--- src/rtl/age_sel_pkg.sv ---
// Shared types and helpers for the age-matrix allocator/selector.
// Masks are sized for the widest supported queue; modules narrow them locally.
package age_sel_pkg;

    localparam int unsigned MaxEntryCount = 64;
    localparam int unsigned PopW          = $clog2(MaxEntryCount + 1);

    typedef logic [MaxEntryCount-1:0] entry_mask_t;
    typedef logic [MaxEntryCount-1:0] age_row_t;
    typedef logic [PopW-1:0]          pop_cnt_t;

    function automatic pop_cnt_t popcount(input entry_mask_t v);
        pop_cnt_t n;
        n = '0;
        for (int i = 0; i < MaxEntryCount; i++) begin
            n = n + pop_cnt_t'(v[i]);
        end
        return n;
    endfunction

endpackage

--- src/rtl/age_oldest_pick.sv ---
// Single-stage oldest-of-candidates: a candidate wins when it is older than
// every other candidate. The diagonal reads as valid, so it never vetoes.
module age_oldest_pick
    import age_sel_pkg::*;
#(
    parameter int EntryCount = 8
) (
    input  logic [EntryCount-1:0]                 cand_i,
    input  logic [EntryCount-1:0][EntryCount-1:0] age_i,
    output logic [EntryCount-1:0]                 pick_o
);

    always_comb begin
        pick_o = '0;
        for (int r = 0; r < EntryCount; r++) begin
            pick_o[r] = cand_i[r] & (&(~cand_i | age_i[r]));
        end
    end

endmodule

--- src/rtl/age_matrix_alloc_selector.sv ---
// Issue-queue slot owner: allocates free slots, retires/flushes entries and
// returns up to SelWidth oldest-first picks among ready entries.
module age_matrix_alloc_selector
    import age_sel_pkg::*;
#(
    parameter int EntryCount = 8,
    parameter int EnqWidth   = 2,
    parameter int DeqWidth   = 2,
    parameter int SelWidth   = 2,
    localparam int CntW      = $clog2(EntryCount + 1)
) (
    input  logic                                clk,
    input  logic                                rstn,
    input  logic [EnqWidth-1:0]                 enq_req_i,
    output logic [EnqWidth-1:0]                 enq_gnt_o,
    output logic [EnqWidth-1:0][EntryCount-1:0] enq_slot_o,
    input  logic [DeqWidth-1:0]                 deq_fire_i,
    input  logic [DeqWidth-1:0][EntryCount-1:0] deq_mask_i,
    input  logic                                flush_i,
    input  logic [EntryCount-1:0]               flush_mask_i,
    input  logic [EntryCount-1:0]               sel_mask_i,
    output logic [SelWidth-1:0][EntryCount-1:0] result_mask_o,
    output logic [SelWidth-1:0]                 result_vld_o,
    output logic [EntryCount-1:0]               oldest_mask_o,
    output logic [EntryCount-1:0]               entry_vld_o,
    output logic [CntW-1:0]                     free_cnt_o,
    output logic                                full_o,
    output logic                                empty_o
);

    logic [EntryCount-1:0]                 vld_q, vld_d;
    logic [EntryCount-1:0]                 rm, survive, enq_all, taken;
    // Off-diagonal age bits only: row r, column c lives at c (c<r) or c-1 (c>r).
    logic [EntryCount-1:0][EntryCount-2:0] age_q, age_d;
    logic [EntryCount-1:0][EntryCount-1:0] age_full, enq_row;
    logic [CntW-1:0]                       free_cnt_q, free_cnt_d;
    logic [SelWidth-1:0][EntryCount-1:0]   cand;

    for (genvar r = 0; r < EntryCount; r++) begin : g_row
        for (genvar c = 0; c < EntryCount; c++) begin : g_col
            if (r == c) begin : g_diag
                assign age_full[r][c] = vld_q[r];
            end else if (c < r) begin : g_lo
                assign age_full[r][c] = age_q[r][c];
                assign age_d[r][c]    = enq_all[r] ? enq_row[r][c] : (age_q[r][c] | rm[c]);
            end else begin : g_hi
                assign age_full[r][c]  = age_q[r][c-1];
                assign age_d[r][c-1]   = enq_all[r] ? enq_row[r][c] : (age_q[r][c-1] | rm[c]);
            end
        end
    end

    always_comb begin
        rm = flush_i ? flush_mask_i : '0;
        for (int j = 0; j < DeqWidth; j++) begin
            if (deq_fire_i[j]) begin
                rm = rm | deq_mask_i[j];
            end
        end
        rm = rm & vld_q;
    end

    // Grants are in port order; a port only wins if a free slot is left for it.
    always_comb begin
        taken      = '0;
        enq_gnt_o  = '0;
        enq_slot_o = '0;
        for (int j = 0; j < EnqWidth; j++) begin
            if (enq_req_i[j] && !flush_i) begin
                for (int s = 0; s < EntryCount; s++) begin
                    if (!vld_q[s] && !taken[s] && !enq_gnt_o[j]) begin
                        enq_gnt_o[j]     = 1'b1;
                        enq_slot_o[j][s] = 1'b1;
                    end
                end
                taken = taken | enq_slot_o[j];
            end
        end
    end

    always_comb begin
        survive = vld_q & ~rm;
        enq_all = '0;
        enq_row = '0;
        for (int j = 0; j < EnqWidth; j++) begin
            for (int s = 0; s < EntryCount; s++) begin
                if (enq_slot_o[j][s]) begin
                    enq_row[s] = ~survive & ~enq_all;
                end
            end
            enq_all = enq_all | enq_slot_o[j];
        end
    end

    assign vld_d      = survive | enq_all;
    assign free_cnt_d = free_cnt_q
                      - CntW'(popcount(entry_mask_t'(enq_gnt_o)))
                      + CntW'(popcount(entry_mask_t'(rm)));

    always_ff @(posedge clk or negedge rstn) begin
        if (!rstn) begin
            vld_q      <= '0;
            age_q      <= '1;
            free_cnt_q <= CntW'(EntryCount);
        end else begin
            vld_q      <= vld_d;
            age_q      <= age_d;
            free_cnt_q <= free_cnt_d;
        end
    end

    assign cand[0] = sel_mask_i & vld_q;

    for (genvar i = 0; i < SelWidth; i++) begin : g_sel
        age_oldest_pick #(.EntryCount(EntryCount)) u_pick (
            .cand_i (cand[i]),
            .age_i  (age_full),
            .pick_o (result_mask_o[i])
        );
        assign result_vld_o[i] = |result_mask_o[i];
        if (i + 1 < SelWidth) begin : g_next
            assign cand[i+1] = cand[i] & ~result_mask_o[i];
        end
    end

    age_oldest_pick #(.EntryCount(EntryCount)) u_oldest (
        .cand_i (vld_q),
        .age_i  (age_full),
        .pick_o (oldest_mask_o)
    );

    assign entry_vld_o = vld_q;
    assign free_cnt_o  = free_cnt_q;
    assign full_o      = (free_cnt_q == '0);
    assign empty_o     = (free_cnt_q == CntW'(EntryCount));

endmodule

--- config.mk ---
export PLATFORM = sky130hd
export DESIGN_NAME = age_matrix_alloc_selector
export DESIGN_NICKNAME = d
export VERILOG_FILES = /design/src/rtl/age_sel_pkg.sv /design/src/rtl/age_oldest_pick.sv /design/src/rtl/age_matrix_alloc_selector.sv
export SDC_FILE = /design/constraint.sdc
export NUM_CORES = 1
export LEC_CHECK = 0
export BUFFER_PORTS_ARGS = -buffer_cell sky130_fd_sc_hd__buf_2
export CAP_MARGIN = 20
export CORE_MARGIN = 5
export CORE_UTILIZATION = 36
export CTS_BUF_LIST = sky130_fd_sc_hd__clkbuf_16
export CTS_CLUSTER_SIZE = 14
export DETAILED_ROUTE_END_ITERATION = 10
export HOLD_SLACK_MARGIN = 0.05
export PLACE_DENSITY_LB_ADDON = 0.1
export SYNTH_ARGS = -nofsm -noshare
export SYNTH_HDL_FRONTEND = slang
export SYNTH_HIERARCHICAL = 1
export SYNTH_SLANG_ARGS = --single-unit
--- constraint.sdc ---
create_clock -name clk -period 4.74 [get_ports clk]
set_clock_uncertainty 0.05 [all_clocks]
set_input_delay 1.185 -clock clk [delete_from_list [all_inputs] [get_ports clk]]
set_output_delay 1.185 -clock clk [all_outputs]
set_load 0.05 [all_outputs]
# Yosys cells after proc, flatten, opt, wreduce, memory -nomap -nowiden
# Index checks and enable logic that the tools add are counted.
[classes]
add_sub_neg = 10
reduce_logical = 82
n_bitwise = 120
muxes = 123
n_eq_ne = 1
[ops]
columns = ["op", "count"]
rows = [
  ["$or 8x8->8", 28],
  ["$reduce_and 8->1", 24],
  ["$mux 8", 19],
  ["$mux 1", 102],
  ["$not 8->8", 7],
  ["$or 1x1->1", 56],
  ["$and 8x8->8", 5],
  ["$logic_not 1->1", 31],
  ["$and 1x1->1", 24],
  ["$logic_and 1x1->1", 24],
  ["$add 4x1->4", 4],
  ["$reduce_or 8->1", 2],
  ["$mux 7", 2],
  ["$add 1x1->2", 2],
  ["$add 3x1->4", 1],
  ["$add 4x4->4", 1],
  ["$eq 4x4->1 const B", 1],
  ["$logic_not 4->1", 1],
  ["$sub 4x2->4", 1],
  ["$add 2x1->3", 1],
]
[totals]
word_cells = 346
register_bits = 68
output_inout_bits = 58

# Longest topological paths before layout
# Gate-level depths: netlist of run 1.
[logic_depth]
ltp_word = 66
mapped_depth = 15

# Hierarchy
# The synthesis of run 1 kept the hierarchy.
[by_module_without_submodules]
columns = ["module", "area_each_um2", "seq_area_each_um2", "cells_per_inst", "instances"]
rows = [
  ["age_matrix_alloc_selector", 3783.6, 1773.0, 406, 1],
  ["age_oldest_pick", 360.3, 0.0, 48, 3],
]

# Worst setup path before layout of run 1
# Ideal clock, no wire load.
[synth_path]
path_kind = "in2reg"
startpoint = "input port flush_i"
endpoint = "register free_cnt_q[1] (netlist: free_cnt_o[1])"
setup_slack_ns = -1.326
stages = 15
t_arrival_ns = 5.952
cell_sequence = "nand2b_1 > buf_2 > nor2_2 > maj3_1 > nand2_1 > a221oi_1 > a311oi_1 > fa_1 > fa_1 > fa_1 > inv_1 > fa_1 > inv_1 > fa_1 > inv_1"
[synth_between]
elab_chain_cells = 38
[synth_rtl]
columns = ["element", "line", "text"]
rows = [
  ["from (decl)", "age_matrix_alloc_selector.sv:19", "input logic flush_i,"],
  ["$logic_not 1->1 (*)", "age_matrix_alloc_selector.sv:69", "if (enq_req_i[j] && !flush_i) begin"],
  ["$logic_and 1x1->1", "age_matrix_alloc_selector.sv:69", ""],
  ["$mux 8", "age_matrix_alloc_selector.sv:69", ""],
  ["$logic_not 1->1", "age_matrix_alloc_selector.sv:71", "if (!vld_q[s] && !taken[s] && !enq_gnt_o[j]) begin"],
  ["$logic_and 1x1->1", "age_matrix_alloc_selector.sv:71", ""],
  ["$mux 1", "age_matrix_alloc_selector.sv:71", ""],
  ["$mux 1", "age_matrix_alloc_selector.sv:69", ""],
  ["$logic_not 1->1", "age_matrix_alloc_selector.sv:71", ""],
  ["(+24 left out)", "-", ""],
  ["$logic_and 1x1->1", "age_matrix_alloc_selector.sv:71", ""],
  ["$mux 1", "age_matrix_alloc_selector.sv:71", ""],
  ["$mux 1 (*)", "age_matrix_alloc_selector.sv:69", ""],
  ["named net enq_gnt_o[1]", "age_matrix_alloc_selector.sv:15", "output logic [EnqWidth-1:0] enq_gnt_o,"],
  ["$add 1x1->2 (*)", "age_sel_pkg.sv:16", "n = n + pop_cnt_t'(v[i]);"],
  ["$sub 4x2->4 (*)", "age_matrix_alloc_selector.sv:97", "- CntW'(popcount(entry_mask_t'(enq_gnt_o)))"],
  ["$add 4x4->4 (*)", "age_matrix_alloc_selector.sv:98", "+ CntW'(popcount(entry_mask_t'(rm)));"],
  ["named net free_cnt_d[1]", "age_matrix_alloc_selector.sv:36", "logic [CntW-1:0] free_cnt_q, free_cnt_d;"],
  ["to (signal assigned)", "age_matrix_alloc_selector.sv:104", "free_cnt_q <= CntW'(EntryCount);"],
  ["to (signal assigned)", "age_matrix_alloc_selector.sv:108", "free_cnt_q <= free_cnt_d;"],
  ["to (decl)", "age_matrix_alloc_selector.sv:36", ""],
]
# Mark *: on every way through the listed nets, which the timed path passes. The rest lies on a longest branch. The select of a mux whose other input is x is not followed.

==> impl_metrics.toml, run 1 <==
[outcome]
status = "completed"

[placement]
place.gp.congestion = 0.946
place_inst = 824
pre_cts_ws_ns = -0.300
dp_hpwl_mm = 14.5
io_buffers = 96

[clocking]
ctsHoldBuffers = 0
cts.sinks = 68
clock_latency_ns = 0.35
clk_pin_slew_ns = 0.05
clock-root-buffer = "clkbuf_16"
h-tree-depth = 3
cts_tree = "done"
numCtsBuffers = 9
clockBufferDepth = 2

[floorplanning]
die_area_sq_um = 15900
rows = 42
ios = 97
core_area_sq_um = 13200
die_h_um = 126
die_x_um = 126
initial_core_util_pct = 36.7

[final_layout]
drive_gt1_share_pct = 47.2
postLayoutCoreUtil_pct = 48.0
diodes = 0
layout.cells.non_filler = 844
layout.nets = 716
area_delta_synth_final_pct = 30.7

[worst_setup_path]
worst-setup-path-type = "in -> out"
r2r_cells = 13
max_stage_delay_ns = 0.29
start_kind = "input pin"
critPathSlowestCell = "nor4_4"
required_ns = 3.50
arrival_ns = 3.42
crit_chain = "buf_2, and2_4, inv_2, o22ai_1, nor4_4, nor2b_1, inv_2, o22ai_1, nor4_4, buf_4, nor4_4, nand2_2, clkbuf_4"
crit_top_cell = "nor4_4"
reg2reg_from = "entry_vld_o[4]"
timing.rr.end = "free_cnt_o[2]"
cp_max_fo = 7
critPathCaptureType = "output pin"
reg2reg_setup_slack_ns = 0.46

[power]
report.power.total_mw = 2.58
power_density_nw_per_um2 = 405
leakage_nw = 2.83
ir_worst_vdd_uv = 216

[global_route]
grt_pass1_vias = 5060
antenna_found_initial = 0
grt_pass1_wl_mm = 30.0
grt_use_total_pct = 24.7
gr-total-overflow = 0
grt_max_degree = 38

[timing]
drv_slew = 0
setup_slack_ns = 0.0859
setup_viol = 0
setup-tns-final_ns = 0
achievable-frequency_mhz = 215
hold_violations = 0
tightest_slew_ns = 0.952
relSlewSlack_pct = 36.5
finalCritPeriodShare_pct = 98.2
finalCriticalPeriod_ns = 4.65
rsz0062_at_grt = "no"

[drt]
wirelength_mm = 19.8
ant_nets = 0
vias = 5022
vias_per_cell = 5.95
drt_iter0_markers = 549
firstDrtPassIters = 6
drc = 0
avgRoutedWirePerCell_um = 23.4

[synth]
syn_inst = 550
ys_seq_area_share_pct = 36.4
ys_types = 55
synth_edf_count = 0
synth_warnings = 6
ys_seq_elements = 68
async_reset_ff_share_pct = 100
syn-num-nets = 602
synth_area_sq_um = 4860
syn_area_per_cell_sq_um = 8.84
synth-main-ff-cell = "dfstp_2"

[worst_hold_path]
whs_path_depth = 2
hold_class = "reg -> reg"
holdCritStartpoint = "age_full[17]"
hold_end = "age_full[17]"

[job]
maxCapViolations = 0
-- layout make-up --
type	instances	area [sq um]
Timing Repair Buffer	146	858
Sequential cell	68	1770
Multi-Input combinational cell	395	3030
Fill cell	1357	6880
Clock inverter	6	75.1
Inverter	44	178
Tap cell	176	220
Clock buffer	9	225
-- cell usage in the layout (no fill, tap or decap), drive strengths merged, types with 4 or more instances in the layout --
cell type | Yosys | routed
and2 | 11 | 11
o211ai | 54 | 54
fa | 7 | 7
nand2b | 10 | 10
nor3 | 10 | 10
ha | 6 | 6
a222oi | 8 | 8
nor2 | 17 | 17
nand2 | 95 | 95
dfrtp | 11 | 11
o22ai | 72 | 72
nor2b | 10 | 10
dfstp | 57 | 57
o21ai | 9 | 9
clkbuf | 24 | 10
a21oi | 13 | 13
inv | 44 | 47
nor3b | 4 | 4
buf | 19 | 145
maj3 | 4 | 4
nor4 | 28 | 28
xnor2 | 7 | 7
-- through the flow --
| step | hold WS, ns | cell area (sq um) |
|---|---|---|
| finish | 0.425 | 6360 |
| global route | 0.447 | 6360 |
| CTS | 0.428 | 6290 |
| detailed placement | 0.419 | 5990 |
| global placement | 0.415 | 5990 |
| floorplan | 0.403 | 5160 |
-- registers in the layout, summed over array words and instances, names as in the netlist --
| name | flops |
|---|---|
| free_cnt_o | 4 |
| entry_vld_o | 8 |
| age_full | 56 |
-- Yosys cell counts (2+ instances only) --
cell type	count	area [sq um]
nand2_1	95	357
o22ai_1	72	450
dfstp_2	57	1500
o211ai_1	41	308
clkbuf_1	24	90.1
nor4_2	24	300
inv_1	23	86.3
inv_2	21	78.8
nor2_1	16	60.1
o211ai_2	13	163
a21oi_1	12	60.1
and2_1	11	68.8
dfrtp_1	11	275
nand2b_1	10	62.6
nor2b_1	9	56.3
o21ai_0	9	45.0
a222oi_1	8	80.1
buf_2	8	40.0
buf_4	8	60.1
fa_1	7	140
nor3_1	7	35.0
xnor2_1	7	61.3
ha_1	6	75.1
maj3_1	4	40.0
nor3b_1	4	30.0
nor4_1	4	25.0
a21o_1	3	22.5
nand3_1	3	15.0
nor3_2	3	30.0
and3_1	2	12.5
buf_1	2	7.51
nand4b_1	2	17.5
o41ai_2	2	32.5
-- worst max-delay path: cells and delay by family --
family	cells	cell delay, ns
AO/OA/AOI/OAI	2	0.37
buffers and inverters	5	0.94
AND/OR/NAND/NOR	6	0.91
-- repair_timing --
action                     4_1_cts  5_1_grt
resized for setup                0        9
setup endpoints to repair        0        5
setup buffers                    0        5
-- power by group --
group          internal (mW)  switching, mW  total (mW)
Clock                  0.450          0.253       0.703
Sequential             0.847          0.204        1.05
Combinational          0.293          0.530       0.823
-- cell families after synthesis --
kind of cell    Yosys count  share of synthesized area (%)
simple gates            196                           22.9
fa+ha+maj                17                           5.25
xor+xnor                  7                           1.26
flops                    68                           36.4
compound gates          174                           26.3
mux                       1                          0.231
buf+inv                  87                           7.69
-- how the worst max path moves through the flow --
| stage | from | to | slack (ns) | cells past startpoint |
|---|---|---|---|---|
| after floorplan | flush_i | free_cnt_o[2] | -0.38 | 15 |
| after global placement | flush_i | free_cnt_o[2] | -0.20 | 14 |
| after detailed placement | flush_i | free_cnt_o[2] | -0.30 | 14 |
| after CTS | flush_i | free_cnt_o[2] | 0.06 | 14 |
| after global routing | flush_i | free_cnt_o[2] | 0.01 | 14 |
| final | sel_mask_i[2] | result_vld_o[1] | 0.09 | 13 |
-- metal layers --
layer,global-route usage [%],wire length (um)
met1,31.6,8330
met2,38.5,8790
met3,7.75,1890
met4,11.0,777
met5,0,0
(Power assumes the default switching activity.)
==> inputs of run 2 (changes only) <==
- SYNTH_HIERARCHICAL: 1 -> unset
==> impl_metrics.toml, run 2 <==
[worst_setup_path]
max_stage_delay_ns = 0.38
start_kind = "input pin"
crit_chain = "buf_2, nand2_1, o221ai_2, o41ai_4, buf_4, o22ai_1, nor3_2, a2111oi_2, buf_4, nand4bb_1, buf_2"
critPathCaptureType = "output pin"
cp_max_fo = 6
r2r_cells = 13
critPathSlowestCell = "o41ai_4"
worst-setup-path-type = "in -> out"
required_ns = 3.50
arrival_ns = 3.33

[synth]
synth_common_cells = "dfstp_2 (57), nand2_1 (56), nor2_1 (49)"
synth-main-ff-cell = "dfstp_2"
synth_edf_count = 0
async_reset_ff_share_pct = 100
ys_seq_elements = 68
ys_types = 62
synth_warnings = 0
yosysMostFrequentCell = "dfstp_2"
syn_area_per_cell_sq_um = 8.67
syn_inst = 555
ys_seq_area_share_pct = 36.8
synth_top_area_share_pct = 31.1
syn-num-nets = 607
synth_area_sq_um = 4810
synth_top_cell_by_area = "dfstp_2"
synth_area_leaders = "dfstp_2 (31%), dfrtp_1 (5.7%), o22ai_1 (5.2%), o21ai_0 (4.8%), nand2_1 (4.4%)"

[floorplanning]
die_area_sq_um = 15800
core_area_sq_um = 13200
initial_core_util_pct = 36.5
ios = 97
die_x_um = 126
rows = 42
die_h_um = 126

[clocking]
clock-root-buffer = "clkbuf_16"
ctsHoldBuffers = 0
cts_setup_buffers = 0
numCtsBuffers = 9
clk_pin_slew_ns = 0.06
clockBufferDepth = 2
clock_latency_ns = 0.35
ctsResizeCount = 0
h-tree-depth = 3
cts.sinks = 68
cts_tree = "done"

[final_layout]
area_delta_synth_final_pct = 30.0
largest_reg_flops = 56
drive_gt1_share_pct = 38.9
layout_commonest_cell = "buf_2"
layout.nets = 756
diodes = 0
regArea_sq_um = 1770
layout_common_cells = "buf_2 (96), buf_4 (75), dfstp_2 (57)"
multi_input_area_sq_um = 2770
postLayoutCoreUtil_pct = 47.4
fillers = 1344

[timing]
finalCritPeriodShare_pct = 96.3
rsz0062_at_grt = "no"
setup_viol = 0
tightest_slew_ns = 1.14
setup-tns-final_ns = 0
holdWs_ns = 0.431
relSlewSlack_pct = 23.8
hold_violations = 0
setup_slack_ns = 0.177
finalCriticalPeriod_ns = 4.56
achievable-frequency_mhz = 219
drv_slew = 0

[power]
leakage_nw = 2.90
ir_worst_vdd_uv = 337
power_density_nw_per_um2 = 406
report.power.total_mw = 2.54

[drt]
avgRoutedWirePerCell_um = 24.1
vias_per_cell = 5.99
drt_iter0_markers = 543
ant_nets = 0
wirelength_mm = 21.3
vias = 5305
drc = 0
firstDrtPassIters = 5

[global_route]
grt_use_total_pct = 26.9
grt_pass1_wl_mm = 32.3
grt_use_met1_pct = 35.4
gr-total-overflow = 0
use_met2_pct = 42.7
grt_pass1_vias = 5376
top_usage_layer = "met2"
antenna_found_initial = 0
grt_util_met3_pct = 5.84
grt_max_degree = 38

[placement]
io_buffers = 96
dp_hpwl_mm = 16.1
pre_cts_ws_ns = -0.0493
place.gp.congestion = 1.01

[worst_hold_path]
whs_path_depth = 2
hold_class = "reg -> reg"

[job]
maxCapViolations = 0

[outcome]
status = "completed"
==> run 2: per-layer routing <==
layer	wire length (um)	vias up
met1	8990	2613
met5	0	-
li1	-	2359
met4	982	0
met2	9660	264
met3	1670	69
==> run 2: path summary, 6_finish.rpt <==
check | endpoint | startpoint | slack (ns)
setup / recovery | result_vld_o[1] | sel_mask_i[7] | 0.18
hold / removal | age_full[32] | age_full[32] | 0.43
setup reg to reg | free_cnt_o[1] | entry_vld_o[6] | 0.51
hold reg to reg | age_full[32] | age_full[32] | 0.43
max in group asynchronous | age_full[24] | rstn | 2.88
min in group asynchronous | entry_vld_o[1] | rstn | 0.89
==> run 2: metrics by stage <==
step | instances | cell area, sq um
floorplan | 555 | 4870
global placement | 869 | 5930
detailed placement | 869 | 5930
CTS | 885 | 6260
global route | 885 | 6260
finish | 885 | 6260
==> run 2: layout make-up <==
type                       count  share of cell area, %
multi-input combinational    421                   44.3
sequential                    68                   28.3
timing repair buffer         171                   16.7
clock buffer                   9                   3.60
tap                          176                   3.52
inverter                      33                   1.98
clock inverter                 7                   1.58
==> run 2: power by group <==
group	switching, mW	internal, mW
Clock	0.281	0.463
Combinational	0.470	0.283
Sequential	0.210	0.832
==> run 2: kinds of logic (layout without fill, tap and decap cells) <==
kind of cell,after synthesis,after routing,share of synthesized area [%]
XOR/XNOR,6,6,1.09
adder cells (fa/ha/maj),13,13,4.47
AO/OA/AOI/OAI,193,193,27.1
buffers and inverters,66,220,6.73
flip-flops,68,68,36.8
AND/OR/NAND/NOR,203,203,22.3
multiplexers,6,6,1.51
==> run 2: worst max-delay path: cells and delay by family <==
kind,cells,cell delay [ns]
buf+inv,4,0.75
compound gates,4,0.75
simple gates,3,0.62
